### src/rtl/mem_to_axi_initiator.sv
// rtl/mem_to_axi_initiator.sv - single-outstanding memory-port to AXI4 initiator bridge
package mem_to_axi_pkg;
    // Default AXI channel layouts, sized for the bridge's default parameters.
    typedef struct packed {
        logic [3:0]  id;
        logic [47:0] addr;
        logic [7:0]  len;
        logic [2:0]  size;
        logic [1:0]  burst;
        logic        lock;
        logic [3:0]  cache;
        logic [2:0]  prot;
        logic [3:0]  qos;
        logic [3:0]  region;
        logic [5:0]  atop;
        logic [0:0]  user;
    } axi_aw_chan_t;

    typedef struct packed {
        logic [3:0]  id;
        logic [47:0] addr;
        logic [7:0]  len;
        logic [2:0]  size;
        logic [1:0]  burst;
        logic        lock;
        logic [3:0]  cache;
        logic [2:0]  prot;
        logic [3:0]  qos;
        logic [3:0]  region;
        logic [0:0]  user;
    } axi_ar_chan_t;

    typedef struct packed {
        logic [63:0] data;
        logic [7:0]  strb;
        logic        last;
        logic [0:0]  user;
    } axi_w_chan_t;

    typedef struct packed {
        logic [3:0]  id;
        logic [1:0]  resp;
        logic [0:0]  user;
    } axi_b_chan_t;

    typedef struct packed {
        logic [3:0]  id;
        logic [63:0] data;
        logic [1:0]  resp;
        logic        last;
        logic [0:0]  user;
    } axi_r_chan_t;

    typedef struct packed {
        axi_aw_chan_t aw;
        logic         aw_valid;
        axi_w_chan_t  w;
        logic         w_valid;
        logic         b_ready;
        axi_ar_chan_t ar;
        logic         ar_valid;
        logic         r_ready;
    } axi_req_t;

    typedef struct packed {
        logic         aw_ready;
        logic         ar_ready;
        logic         w_ready;
        logic         b_valid;
        axi_b_chan_t  b;
        logic         r_valid;
        axi_r_chan_t  r;
    } axi_rsp_t;
endpackage

module mem_to_axi_initiator #(
    parameter int unsigned        AddrWidth = 48,
    parameter int unsigned        DataWidth = 64,
    parameter int unsigned        IdWidth   = 4,
    parameter logic [IdWidth-1:0] AxiId     = '0,
    parameter type                axi_req_t = mem_to_axi_pkg::axi_req_t,
    parameter type                axi_rsp_t = mem_to_axi_pkg::axi_rsp_t
) (
    input  logic                   clk_i,
    input  logic                   rst_i,
    input  logic                   mem_req_i,
    output logic                   mem_gnt_o,
    input  logic                   mem_we_i,
    input  logic [AddrWidth-1:0]   mem_addr_i,
    input  logic [DataWidth-1:0]   mem_wdata_i,
    input  logic [DataWidth/8-1:0] mem_strb_i,
    output logic                   mem_rvalid_o,
    output logic [DataWidth-1:0]   mem_rdata_o,
    output logic                   mem_err_o,
    output logic                   busy_o,
    output axi_req_t               axi_req_o,
    input  axi_rsp_t               axi_rsp_i
);
    localparam logic [2:0] Size = 3'($clog2(DataWidth / 8));

    typedef enum logic [2:0] {IDLE, WRITE, WR_RESP, READ, RD_RESP} state_t;

    state_t                 r_state;
    logic [AddrWidth-1:0]   r_addr;
    logic [DataWidth-1:0]   r_wdata;
    logic [DataWidth/8-1:0] r_strb;
    logic                   r_aw_valid;
    logic                   r_w_valid;
    logic                   r_ar_valid;
    logic                   r_b_ready;
    logic                   r_r_ready;
    logic                   r_rvalid;
    logic [DataWidth-1:0]   r_rdata;
    logic                   r_err;

    logic w_gnt;
    logic w_aw_done;
    logic w_w_done;
    logic w_unused;

    assign w_gnt        = mem_req_i && (r_state == IDLE) && !rst_i;
    assign mem_gnt_o    = w_gnt;
    assign busy_o       = (r_state != IDLE);
    assign mem_rvalid_o = r_rvalid;
    assign mem_rdata_o  = r_rdata;
    assign mem_err_o    = r_err;

    // A channel counts as done once its handshake has happened, now or earlier.
    assign w_aw_done = !r_aw_valid || axi_rsp_i.aw_ready;
    assign w_w_done  = !r_w_valid  || axi_rsp_i.w_ready;

    // Response IDs, low resp bits, r.last and user fields carry no meaning here.
    assign w_unused = ^{axi_rsp_i.b.id, axi_rsp_i.b.resp[0], axi_rsp_i.b.user,
                        axi_rsp_i.r.id, axi_rsp_i.r.resp[0], axi_rsp_i.r.last,
                        axi_rsp_i.r.user};

    always_comb begin
        axi_req_o           = '0;
        axi_req_o.aw.id     = AxiId;
        axi_req_o.aw.addr   = r_addr;
        axi_req_o.aw.size   = Size;
        axi_req_o.aw.burst  = 2'b01;
        axi_req_o.aw_valid  = r_aw_valid;
        axi_req_o.w.data    = r_wdata;
        axi_req_o.w.strb    = r_strb;
        axi_req_o.w.last    = 1'b1;
        axi_req_o.w_valid   = r_w_valid;
        axi_req_o.b_ready   = r_b_ready;
        axi_req_o.ar.id     = AxiId;
        axi_req_o.ar.addr   = r_addr;
        axi_req_o.ar.size   = Size;
        axi_req_o.ar.burst  = 2'b01;
        axi_req_o.ar_valid  = r_ar_valid;
        axi_req_o.r_ready   = r_r_ready;
    end

    always_ff @(posedge clk_i) begin
        if (rst_i) begin
            r_state    <= IDLE;
            r_addr     <= '0;
            r_wdata    <= '0;
            r_strb     <= '0;
            r_aw_valid <= 1'b0;
            r_w_valid  <= 1'b0;
            r_ar_valid <= 1'b0;
            r_b_ready  <= 1'b0;
            r_r_ready  <= 1'b0;
            r_rvalid   <= 1'b0;
            r_rdata    <= '0;
            r_err      <= 1'b0;
        end else begin
            r_rvalid <= 1'b0;
            case (r_state)
                IDLE: begin
                    if (w_gnt) begin
                        r_addr  <= mem_addr_i;
                        r_wdata <= mem_wdata_i;
                        r_strb  <= mem_strb_i;
                        if (mem_we_i) begin
                            r_state    <= WRITE;
                            r_aw_valid <= 1'b1;
                            r_w_valid  <= 1'b1;
                        end else begin
                            r_state    <= READ;
                            r_ar_valid <= 1'b1;
                        end
                    end
                end
                WRITE: begin
                    if (axi_rsp_i.aw_ready) r_aw_valid <= 1'b0;
                    if (axi_rsp_i.w_ready)  r_w_valid  <= 1'b0;
                    if (w_aw_done && w_w_done) begin
                        r_state   <= WR_RESP;
                        r_b_ready <= 1'b1;
                    end
                end
                WR_RESP: begin
                    if (axi_rsp_i.b_valid) begin
                        r_state   <= IDLE;
                        r_b_ready <= 1'b0;
                        r_rvalid  <= 1'b1;
                        r_rdata   <= '0;
                        r_err     <= axi_rsp_i.b.resp[1];
                    end
                end
                READ: begin
                    if (axi_rsp_i.ar_ready) begin
                        r_state    <= RD_RESP;
                        r_ar_valid <= 1'b0;
                        r_r_ready  <= 1'b1;
                    end
                end
                RD_RESP: begin
                    if (axi_rsp_i.r_valid) begin
                        r_state   <= IDLE;
                        r_r_ready <= 1'b0;
                        r_rvalid  <= 1'b1;
                        r_rdata   <= axi_rsp_i.r.data;
                        r_err     <= axi_rsp_i.r.resp[1];
                    end
                end
                default: r_state <= IDLE;
            endcase
        end
    end
endmodule

### config.mk
export PLATFORM = sky130hd
export DESIGN_NAME = mem_to_axi_initiator
export DESIGN_NICKNAME = d
export VERILOG_FILES = /design/src/rtl/mem_to_axi_initiator.sv
export SDC_FILE = /design/constraint.sdc
export NUM_CORES = 1
export LEC_CHECK = 0
export ABC_AREA = 1
export ABC_CLOCK_PERIOD_IN_PS = 5200
export BUFFER_PORTS_ARGS = -buffer_cell sky130_fd_sc_hd__buf_2
export CAP_MARGIN = 15
export CORE_AREA = 2 2 203 205
export CTS_CLUSTER_DIAMETER = 40
export DETAILED_ROUTE_END_ITERATION = 6
export DIE_AREA = 0 0 205 207
export SYNTH_ARGS = -nofsm -noshare
export SYNTH_HDL_FRONTEND = slang
export SYNTH_SLANG_ARGS = --single-unit
### constraint.sdc
create_clock -name clk_i -period 5.2 [get_ports clk_i]
set_input_delay 1.56 -clock clk_i [delete_from_list [all_inputs] [get_ports clk_i]]
set_output_delay 1.56 -clock clk_i [all_outputs]
set_load 0.1 [all_outputs]
==> results.yml <==
status:
  outcome: "finished, final reports clean"
sta:
  slew_headroom: 0.2533
  period_share: 0.8230
  fmax_mhz: 233.7
  min_period_ns: 4.280
  hold_ws_ns: 0.4697
  fin_skew_ns: 0.009414
  maxSlewViolCount: 0
  rsz0062_at_grt: "no"
  setup_viol: 0
  worst_slew_pin_slew_ns: 1.120
  hold_viol: 0
  setup_tns_ns: 0
floorplanning:
  io_pins: 525
  initial_core_util: 0.2009
  die_area_sq_um: 42440
  rows: 74
  core_sq_um: 40370
  die_h_um: 207
  fp.dieW_um: 205
clocking:
  clkTransAtPathRegs_ns: 0.07
  cts_sinks: 194
  htreeDepth: 4
  post_cts_buffers: 0
  cts_tree: "done"
  cts-root-buf: "clkbuf_16"
  clock_latency_ns: 0.45
  cts_buffers: 17
  cts_max_path_buffers: 2
  cts_resized: 0
  cts_hold_buf: 0
global_route:
  grt_first_pass_wirelength_um: 36650
  grt_max_degree: 108
  grt_use_total: 0.1104
  grt.overflow.total: 0
  antenna_found_initial: 1
  grt_pass1_vias: 6788
final_layout:
  final_cell_mix: "buf_2, nand2_1, dfxtp_1"
  layout_commonest_cell: "buf_2"
  drive_gt1_frac: 0.3709
  multi_input_area_sq_um: 3030
  final_cells: 1899
  n_fill_cell: 4437
  register_area_sq_um: 3884
  syn_to_final_growth_pct: 29.19
  fin_nets: 1564
  antenna_cells: 0
yosys:
  syn_inst: 1016
  syn-mean-instance-area_sq_um: 7.983
  netlist_area_sq_um: 8110
  yosysSeqAreaShare: 0.4789
  synth_warnings: 0
  synth_cell_types: 21
  ys_ff_latch: 194
pwr:
  power_mw: 4.816
  vdd_drop_max_uv: 222.2
  leakage_nw: 4.985
  power.density_nw_per_um2: 459.6
place:
  io_buffers: 435
  place_congestion: 0.7832
  dp_hpwl_um: 17780
  dp_cells: 1868
worst_hold_path:
  min_from: "r_wdata[11]"
  timing.hold.worst_endpoint: "r_wdata[11]"
  whs_path_depth: 2
  hp-class: "flip-flop to flip-flop"
detailed_routing:
  drtIter0Drc: 408
  routedWlPerCell_um: 12.79
  wl_met2_um: 11460
  topRoutingLayerUsed: "met5"
  routed_wl_um: 24290
  firstDrtPassIters: 5
  vias_per_cell: 3.886
  ant_nets: 0
  dr_wl_met3_um: 2248
  drt_drc_violations_left: 0
  vias: 7380
  met1_length_um: 10210
worst_setup_path:
  arrival_ns: 2.72
  regToRegStartpoint: "r_state[2]"
  r2r_end: "r_wdata[52]"
  startpoint_type: "input pin"
  ff2ff_path_depth: 8
  critical_path_class: "input pin to primary output"
  cp.required_ns: 3.64
  end_kind: "primary output"
  reg2reg_slack_ns: 2.71
  cp_max_fo: 62
run:
  drv_cap: 0
## cell families (layout without fill, tap and decap cells)
group	after synthesis	in the layout	share of synthesized area
AO/OA/AOI/OAI	194	194	0.1319
buffers and inverters	211	488	0.1820
flip-flops	194	194	0.4789
other	2	76	0.0009260
AND/OR/NAND/NOR	415	415	0.2063
## synth_stat cells, drive strengths merged
cell      n  area share
inv      15      0.0069
o21ba     1      0.0012
dfxtp   194        0.48
nand2   330        0.15
o21ai   187        0.13
a221oi    1      0.0011
nor2     14      0.0094
conb      2     0.00093
a21oi     5      0.0031
clkbuf   19      0.0088
nand3    71       0.044
buf     177        0.17
## routing by layer
layer	vias to the layer above	global-route usage
li1	3740	-
met1	3297	0.1255
met2	322	0.1871
met3	19	0.04468
met4	2	0.03597
met5	-	0
## power breakdown
part / switching, mW / internal [mW]
Sequential: 0.0667 / 1.60
Combinational: 1.61 / 0.218
Clock: 0.607 / 0.720
## how the worst max path moves through the flow
stage | start | to | slack, ns | cells past startpoint
global route | rst_i | mem_gnt_o | 0.80 | 5
detailed placement | rst_i | mem_gnt_o | 0.88 | 5
floorplan | rst_i | mem_gnt_o | 1.20 | 5
finish | rst_i | mem_gnt_o | 0.92 | 5
CTS | rst_i | mem_gnt_o | 0.87 | 5
global placement | rst_i | mem_gnt_o | 0.89 | 5
## layout make-up
cell class	count	area share
clock buffer	19	0.04227
clock inverter	11	0.01230
inverter	15	0.005851
multi-input combinational	685	0.2892
sequential	194	0.3707
tap	532	0.06353
timing repair buffer	443	0.2161
## stage by stage
| step | setup WS [ns] | instance area, sq um | util |
|---|---|---|---|
| after CTS | 0.8678 | 10460 | 0.2591 |
| after global placement | 0.8865 | 9886 | 0.2449 |
| final | 0.9204 | 10480 | 0.2595 |
| after global routing | 0.8008 | 10480 | 0.2595 |
| after detailed placement | 0.8757 | 9886 | 0.2449 |
| after floorplan | 1.200 | 8388 | - |
## flip-flops by register name, summed over array words and instances, names as in the netlist
register,count
mem_err_o,1
r_state,3
r_strb,8
r_w_valid,1
r_wdata,64
r_ar_valid,1
r_aw_valid,1
r_r_ready,1
mem_rdata_o,64
mem_rvalid_o,1
r_b_ready,1
r_addr,48
## worst max-delay path, stage by stage
cell	delay, ns
buf_2	0.15
inv_6	0.36
nand2_1	0.25
nor2_8	0.19
buf_12	0.18
Note: power is estimated with default switching activity, not from simulation.
